File: src/rtl/operand_screen_pkg.sv
// rtl/operand_screen_pkg.sv - shared FSM encoding, counter sizing and flag bundle for operand_screen
package operand_screen_pkg;

   // Screen controller states; encodings are fixed so the multdiv controller can decode them
   typedef enum logic [1:0] {
      ST_IDLE = 2'd0,
      ST_SCAN = 2'd1,
      ST_DONE = 2'd2
   } state_e;

   // Per-operand classification result
   typedef struct packed {
      logic zero;
      logic ones;
      logic min;
   } op_class_t;

   // Chunk counter width; a single-chunk scan still needs a 1-bit counter
   function automatic int cnt_width(input int n);
      return (n <= 1) ? 1 : $clog2(n);
   endfunction

endpackage

File: src/rtl/operand_screen_if.sv
// rtl/operand_screen_if.sv - request/result bundle between the multdiv controller and operand_screen
interface operand_screen_if #(
   parameter int WIDTH = 32
);
   logic             start;
   logic             op_div;
   logic [WIDTH-1:0] operandA;
   logic [WIDTH-1:0] operandB;
   logic             busy;
   logic             done;
   logic             a_zero;
   logic             b_zero;
   logic             a_ones;
   logic             b_ones;
   logic             a_min;
   logic             b_min;
   logic             div_by_zero;
   logic             div_overflow;
   logic             mult_trivial;

   modport master (
      output start, op_div, operandA, operandB,
      input  busy, done, a_zero, b_zero, a_ones, b_ones, a_min, b_min,
             div_by_zero, div_overflow, mult_trivial
   );

   modport slave (
      input  start, op_div, operandA, operandB,
      output busy, done, a_zero, b_zero, a_ones, b_ones, a_min, b_min,
             div_by_zero, div_overflow, mult_trivial
   );
endinterface

File: src/rtl/operand_screen_chunk_classify.sv
// rtl/operand_screen_chunk_classify.sv - combinational all-ones / all-zero test of one operand chunk
module chunk_classify #(
   parameter int CHUNK = 8
) (
   input  logic [CHUNK-1:0] chunk_in,
   output logic             all_ones,
   output logic             all_zero
);

   // Plain reductions over the chunk
   always_comb begin
      all_ones = &chunk_in;
      all_zero = ~|chunk_in;
   end

endmodule

File: src/rtl/operand_screen.sv
// rtl/operand_screen.sv - multi-cycle zero / minus-one / INT_MIN operand classifier for multdiv
module operand_screen
   import operand_screen_pkg::*;
#(
   parameter int WIDTH = 32,
   parameter int CHUNK = 8
) (
   input logic              clock,
   input logic              reset,
   operand_screen_if.slave  bus
);

   localparam int                NCHUNK   = WIDTH / CHUNK;
   localparam int                CNT_W    = cnt_width(NCHUNK);
   localparam logic [CNT_W-1:0]  LAST     = CNT_W'(NCHUNK - 1);
   // Every bit of a chunk except its MSB; used on the top chunk where the MSB is the sign bit
   localparam logic [CHUNK-1:0]  LOW_MASK = CHUNK'((64'd1 << (CHUNK - 1)) - 64'd1);

   state_e           state_q, state_d;
   logic [CNT_W-1:0] count_q, count_d;
   logic [WIDTH-1:0] a_q, a_d;
   logic [WIDTH-1:0] b_q, b_d;
   logic             op_div_q, op_div_d;

   // Running accumulators: all chunks so far ones / zero, and bits below the sign bit zero
   logic             a_ones_acc_q, a_ones_acc_d, b_ones_acc_q, b_ones_acc_d;
   logic             a_zero_acc_q, a_zero_acc_d, b_zero_acc_q, b_zero_acc_d;
   logic             a_low_acc_q,  a_low_acc_d,  b_low_acc_q,  b_low_acc_d;

   op_class_t        a_cls_q, a_cls_d;
   op_class_t        b_cls_q, b_cls_d;

   logic [CHUNK-1:0] a_chunk, b_chunk;
   logic             a_chunk_ones, a_chunk_zero, b_chunk_ones, b_chunk_zero;
   logic             a_low_step, b_low_step;
   logic             is_last;
   logic             accept;

   // Pick the chunk addressed by the counter from the latched operands
   always_comb begin
      a_chunk = '0;
      b_chunk = '0;
      for (int i = 0; i < NCHUNK; i++) begin
         if (count_q == CNT_W'(i)) begin
            a_chunk = a_q[i*CHUNK +: CHUNK];
            b_chunk = b_q[i*CHUNK +: CHUNK];
         end
      end
   end

   chunk_classify #(.CHUNK(CHUNK)) u_cls_a (
      .chunk_in (a_chunk),
      .all_ones (a_chunk_ones),
      .all_zero (a_chunk_zero)
   );

   chunk_classify #(.CHUNK(CHUNK)) u_cls_b (
      .chunk_in (b_chunk),
      .all_ones (b_chunk_ones),
      .all_zero (b_chunk_zero)
   );

   // Lower-zero contribution: whole chunk normally, sign bit excluded on the top chunk
   always_comb begin
      is_last    = (count_q == LAST);
      a_low_step = is_last ? ~|(a_chunk & LOW_MASK) : a_chunk_zero;
      b_low_step = is_last ? ~|(b_chunk & LOW_MASK) : b_chunk_zero;
      accept     = bus.start & ((state_q == ST_IDLE) | (state_q == ST_DONE));
   end

   // Next-state, operand latch, accumulator fold and final flag capture
   always_comb begin
      state_d      = state_q;
      count_d      = count_q;
      a_d          = a_q;
      b_d          = b_q;
      op_div_d     = op_div_q;
      a_ones_acc_d = a_ones_acc_q;
      a_zero_acc_d = a_zero_acc_q;
      a_low_acc_d  = a_low_acc_q;
      b_ones_acc_d = b_ones_acc_q;
      b_zero_acc_d = b_zero_acc_q;
      b_low_acc_d  = b_low_acc_q;
      a_cls_d      = a_cls_q;
      b_cls_d      = b_cls_q;

      case (state_q)
         ST_IDLE, ST_DONE: begin
            if (accept) begin
               state_d      = ST_SCAN;
               count_d      = '0;
               a_d          = bus.operandA;
               b_d          = bus.operandB;
               op_div_d     = bus.op_div;
               a_ones_acc_d = 1'b1;
               a_zero_acc_d = 1'b1;
               a_low_acc_d  = 1'b1;
               b_ones_acc_d = 1'b1;
               b_zero_acc_d = 1'b1;
               b_low_acc_d  = 1'b1;
               a_cls_d      = '0;
               b_cls_d      = '0;
            end else if (state_q == ST_DONE) begin
               state_d = ST_IDLE;
            end
         end
         ST_SCAN: begin
            a_ones_acc_d = a_ones_acc_q & a_chunk_ones;
            a_zero_acc_d = a_zero_acc_q & a_chunk_zero;
            a_low_acc_d  = a_low_acc_q  & a_low_step;
            b_ones_acc_d = b_ones_acc_q & b_chunk_ones;
            b_zero_acc_d = b_zero_acc_q & b_chunk_zero;
            b_low_acc_d  = b_low_acc_q  & b_low_step;
            if (is_last) begin
               state_d      = ST_DONE;
               a_cls_d.zero = a_zero_acc_d;
               a_cls_d.ones = a_ones_acc_d;
               a_cls_d.min  = a_q[WIDTH-1] & a_low_acc_d;
               b_cls_d.zero = b_zero_acc_d;
               b_cls_d.ones = b_ones_acc_d;
               b_cls_d.min  = b_q[WIDTH-1] & b_low_acc_d;
            end else begin
               count_d = count_q + 1'b1;
            end
         end
         default: state_d = ST_IDLE;
      endcase
   end

   // State register; reset clears everything so all outputs read 0
   always_ff @(posedge clock) begin
      if (reset) begin
         state_q      <= ST_IDLE;
         count_q      <= '0;
         a_q          <= '0;
         b_q          <= '0;
         op_div_q     <= 1'b0;
         a_ones_acc_q <= 1'b0;
         a_zero_acc_q <= 1'b0;
         a_low_acc_q  <= 1'b0;
         b_ones_acc_q <= 1'b0;
         b_zero_acc_q <= 1'b0;
         b_low_acc_q  <= 1'b0;
         a_cls_q      <= '0;
         b_cls_q      <= '0;
      end else begin
         state_q      <= state_d;
         count_q      <= count_d;
         a_q          <= a_d;
         b_q          <= b_d;
         op_div_q     <= op_div_d;
         a_ones_acc_q <= a_ones_acc_d;
         a_zero_acc_q <= a_zero_acc_d;
         a_low_acc_q  <= a_low_acc_d;
         b_ones_acc_q <= b_ones_acc_d;
         b_zero_acc_q <= b_zero_acc_d;
         b_low_acc_q  <= b_low_acc_d;
         a_cls_q      <= a_cls_d;
         b_cls_q      <= b_cls_d;
      end
   end

   // Outputs decode registered state only; derived flags gate on the latched op_div
   always_comb begin
      bus.busy         = (state_q == ST_SCAN);
      bus.done         = (state_q == ST_DONE);
      bus.a_zero       = a_cls_q.zero;
      bus.b_zero       = b_cls_q.zero;
      bus.a_ones       = a_cls_q.ones;
      bus.b_ones       = b_cls_q.ones;
      bus.a_min        = a_cls_q.min;
      bus.b_min        = b_cls_q.min;
      bus.div_by_zero  = op_div_q & b_cls_q.zero;
      bus.div_overflow = op_div_q & a_cls_q.min & b_cls_q.ones;
      bus.mult_trivial = ~op_div_q & (a_cls_q.zero | b_cls_q.zero | a_cls_q.ones | b_cls_q.ones);
   end

endmodule

File: src/flat_wrapper.sv
// flat-port wrapper written by rule: the top's interface ports become plain ports
module operand_screen_flat import operand_screen_pkg::*;
#(
   parameter int WIDTH = 32,
   parameter int CHUNK = 8
)
  (clock, reset, bus_start, bus_op_div, bus_operandA, bus_operandB, bus_busy, bus_done, bus_a_zero, bus_b_zero, bus_a_ones, bus_b_ones, bus_a_min, bus_b_min, bus_div_by_zero, bus_div_overflow, bus_mult_trivial);
  operand_screen_if #(.WIDTH(WIDTH)) bus_i ();
  input logic clock;
  input logic reset;
  input wire logic [$bits(bus_i.start)-1:0] bus_start;
  input wire logic [$bits(bus_i.op_div)-1:0] bus_op_div;
  input wire logic [$bits(bus_i.operandA)-1:0] bus_operandA;
  input wire logic [$bits(bus_i.operandB)-1:0] bus_operandB;
  output wire logic [$bits(bus_i.busy)-1:0] bus_busy;
  output wire logic [$bits(bus_i.done)-1:0] bus_done;
  output wire logic [$bits(bus_i.a_zero)-1:0] bus_a_zero;
  output wire logic [$bits(bus_i.b_zero)-1:0] bus_b_zero;
  output wire logic [$bits(bus_i.a_ones)-1:0] bus_a_ones;
  output wire logic [$bits(bus_i.b_ones)-1:0] bus_b_ones;
  output wire logic [$bits(bus_i.a_min)-1:0] bus_a_min;
  output wire logic [$bits(bus_i.b_min)-1:0] bus_b_min;
  output wire logic [$bits(bus_i.div_by_zero)-1:0] bus_div_by_zero;
  output wire logic [$bits(bus_i.div_overflow)-1:0] bus_div_overflow;
  output wire logic [$bits(bus_i.mult_trivial)-1:0] bus_mult_trivial;
  assign bus_i.start = bus_start;
  assign bus_i.op_div = bus_op_div;
  assign bus_i.operandA = bus_operandA;
  assign bus_i.operandB = bus_operandB;
  assign bus_busy = bus_i.busy;
  assign bus_done = bus_i.done;
  assign bus_a_zero = bus_i.a_zero;
  assign bus_b_zero = bus_i.b_zero;
  assign bus_a_ones = bus_i.a_ones;
  assign bus_b_ones = bus_i.b_ones;
  assign bus_a_min = bus_i.a_min;
  assign bus_b_min = bus_i.b_min;
  assign bus_div_by_zero = bus_i.div_by_zero;
  assign bus_div_overflow = bus_i.div_overflow;
  assign bus_mult_trivial = bus_i.mult_trivial;
  operand_screen #(.WIDTH(WIDTH), .CHUNK(CHUNK)) u_core (.clock(clock), .reset(reset), .bus(bus_i));
endmodule
File: config.mk
export PLATFORM = sky130hd
export DESIGN_NAME = operand_screen_flat
export DESIGN_NICKNAME = d
export VERILOG_FILES = /design/src/rtl/operand_screen_pkg.sv /design/src/rtl/operand_screen_if.sv /design/src/rtl/operand_screen_chunk_classify.sv /design/src/rtl/operand_screen.sv /design/src/flat_wrapper.sv
export SDC_FILE = /design/constraint.sdc
export NUM_CORES = 1
export LEC_CHECK = 0
export ABC_AREA = 1
export CORE_UTILIZATION = 46
export CTS_CLUSTER_DIAMETER = 40
export DETAILED_ROUTE_END_ITERATION = 10
export HOLD_SLACK_MARGIN = 0.12
export PLACE_DENSITY = 0.73
export SKIP_LAST_GASP = 1
export SLEW_MARGIN = 20
export SYNTH_ARGS = -nofsm -noshare
export SYNTH_HDL_FRONTEND = slang
export SYNTH_HIERARCHICAL = 1
export SYNTH_SLANG_ARGS = --single-unit
File: constraint.sdc
create_clock -name clock -period 6.15 [get_ports clock]
set_input_delay 0.615 -clock clock [delete_from_list [all_inputs] [get_ports clock]]
set_output_delay 0.615 -clock clock [all_outputs]
set_load 0.005 [all_outputs]
==> results.cfg <==
[outcome]
status = finished clean

[detailed_routing]
vias = 3494
postRouteAntennaNets = 0
viasPerCell = 5.00
drtIter0Drc = 143
first_pass_iters = 4
wirelength_mm = 8.67
drc = 0
drt-wirelength-per-cell_um = 12.4

[clock_tree]
clockRootBuffer = clkbuf_8
clockBufferDepth = 2
post_cts_resized = 0
cts_num_sinks = 81
htreeDepth = 3
clk_pin_slew_ns = 0.08
cts_tree = yes
clk_latency_ns = 0.35
cts_setup_buffers = 0
holdBufCountCts = 0
numCtsBuffers = 9

[critical_path]
regToRegSetupSlack_ns = 3.51
path_max_fanout = 17
crit_top_cell = nand2_1
required_ns = 6.44
path_cells = inv_1 > ha_1 > inv_2 > o21ai_0 > a31oi_1 > a21oi_1 > nand2_1 > o21ai_0 > nor2_1 > nand2_1 > nor2_1 > nand2_1 > nand2_2 > nand3_2 > a21oi_2
crit_type = reg2reg
critPathLaunchType = register
end_kind = register
r2r_start = u_core/count_q[0]
path_buf_inv = 2
rr_endpoint = u_core/bus.a_min
slowest_delay_ns = 0.44
cp_slowest_cell = ha_1
crit_family = simple AND/OR/NAND/NOR gates
ff2ff_path_depth = 15
arrival_ns = 2.92

[die]
start_util = 0.477
dieHeight_um = 91.8
coreArea_um2 = 7770
die_x_um = 91.8
placementRows = 32
dieArea_um2 = 8430
io_pins = 79

[placement]
port-buffer-count = 78
dp_hpwl_mm = 5.96
place_congestion = 0.852
placed_cell_area_um2 = 4450

[sta]
finalHoldViolCount = 0
hold_slack_ns = 0.454
tightestPinTransition_ns = 1.03
slew-limit-headroom = 0.316
rsz0062_at_grt = no
fin_worst_skew_ns = 0.0129
finalSetupTns_ns = 0
min_period_ns = 2.64
setup_violations = 0
drv_slew = 0
min_period_over_period = 0.429
fmaxAchievable_ghz = 0.379

[synth]
synth_most_common_cell = nor2_1
syn_avg_cell_area_um2 = 6.93
synth_edf_count = 0
synth-seq-cells = 81
yosysTopAreaCellShare = 0.437
synth_ff_type = dfxtp_1
syn-cell-area_um2 = 3710
synthTopCellsByCount = 145 x nor2_1, 81 x dfxtp_1, 78 x o21ai_0
ys_types = 26
async_reset_ff_frac = 0
yosysWarnings = 6
synth_fp_nets = 607
yosys-top-cells-area = dfxtp_1 44%, nor2_1 15%, o21ai_0 11%
yosysTopAreaCell = dfxtp_1
synth-seq-area-share = 0.437
syn_inst = 535

[grt]
grt_pass1_wl_mm = 14.8
grt_overflow_total = 0
grt_pass1_vias = 3367
antenna_found_initial = 0
grtUsageTotal = 0.220
grt_max_degree = 83

[hold_path]
whs_path_depth = 2
hold_path_end = u_core/a_q[9]
min_from = u_core/a_q[9]
hold_path.class = reg2reg

[power]
pwr_density_cell_nw_per_um2 = 263
peakVddDrop_uv = 111
cellLeakagePower_nw = 1.98
total_power_w = 0.00123

[cells_and_area]
drive_gt1_frac = 0.0553
multiInputGateArea_um2 = 1760
nNetsFinal = 665
diodes = 0
syn2layout_area_growth_pct = 25.9
design_area_um2 = 4670
fin_util = 0.601
ff_latch_area_um2 = 1620
fillCellCount = 731

[job]
drv_cap = 0
-- cells in the final DEF (no fill, tap or decap), types with 2 or more instances in the layout --
master,synthesis,routed
inv_2,2,2
buf_4,1,2
a21oi_1,42,42
clkbuf_8,0,13
a31oi_1,2,2
ha_1,4,4
inv_1,35,35
nand3_1,14,14
a22oi_1,6,6
o211ai_1,6,6
nand2_1,70,70
dfxtp_1,81,81
o21ai_0,78,78
nor2_1,145,145
nand4_1,2,2
a21oi_2,4,4
clkdlybuf4s50_1,0,78
nand2_2,5,4
-- routing by layer --
layer / GRT usage / wire length (um) / vias up
li1: - / - / 1841
met1: 0.298 / 4190 / 1552
met2: 0.349 / 3930 / 90
met3: 0.0315 / 414 / 11
met4: 0.0977 / 136 / 0
met5: 0 / 0 / -
-- area by class of cell --
class / count / area share
multi-input combinational: 383 / 0.378
inverter: 38 / 0.0311
sequential: 81 / 0.347
clock buffer: 13 / 0.0383
clock inverter: 2 / 0.00750
timing repair buffer: 80 / 0.170
tap: 102 / 0.0273
-- logic make-up after synthesis --
kind of cell / after synthesis / share of synthesized area
buffers and inverters: 71 / 0.0884
AO/OA/AOI/OAI: 138 / 0.199
adder cells (fa/ha/maj): 4 / 0.0135
AND/OR/NAND/NOR: 241 / 0.262
flip-flops: 81 / 0.437
-- worst max path at each step --
| stage | slack (ns) | depth (start not counted) | start | endpoint |
|---|---|---|---|---|
| after CTS | 3.52 | 15 | u_core/count_q[0] | u_core/bus.a_min |
| after floorplan | 4.13 | 17 | u_core/count_q[0] | u_core/bus.b_min |
| after global routing | 3.18 | 15 | u_core/count_q[0] | u_core/bus.a_min |
| after global placement | 3.29 | 7 | bus_start | u_core/count_q[1] |
| final | 3.51 | 15 | u_core/count_q[0] | u_core/bus.a_min |
| after detailed placement | 3.19 | 7 | bus_start | u_core/count_q[1] |
-- tightest hold or removal path, stage by stage, from the launching register on --
cell and delay [ns]:
dfxtp_1 0.30, inv_1 0.06, a21oi_1 0.05
-- sequential cells by signal (all words and copies together) (netlist names), 2 cells and up --
register and cells:
u_core/count_q 2, u_core/a_q 32, u_core/b_q 32, u_core/state_q 2
-- where the power goes --
group | switching (W) | internal (W) | total, W
Clock | 0.000181 | 0.000229 | 0.000410
Combinational | 0.000130 | 0.0000998 | 0.000230
Sequential | 0.0000213 | 0.000566 | 0.000588
-- through the flow --
| stage | cells | worst slack, ns |
|---|---|---|
| floorplan | 535 | 4.13 |
| CTS | 699 | 3.52 |
| detailed placement | 684 | 3.19 |
| global placement | 684 | 3.29 |
| finish | 699 | 3.51 |
| global route | 699 | 3.18 |
No activity file was read; power rests on OpenSTA's default activity.
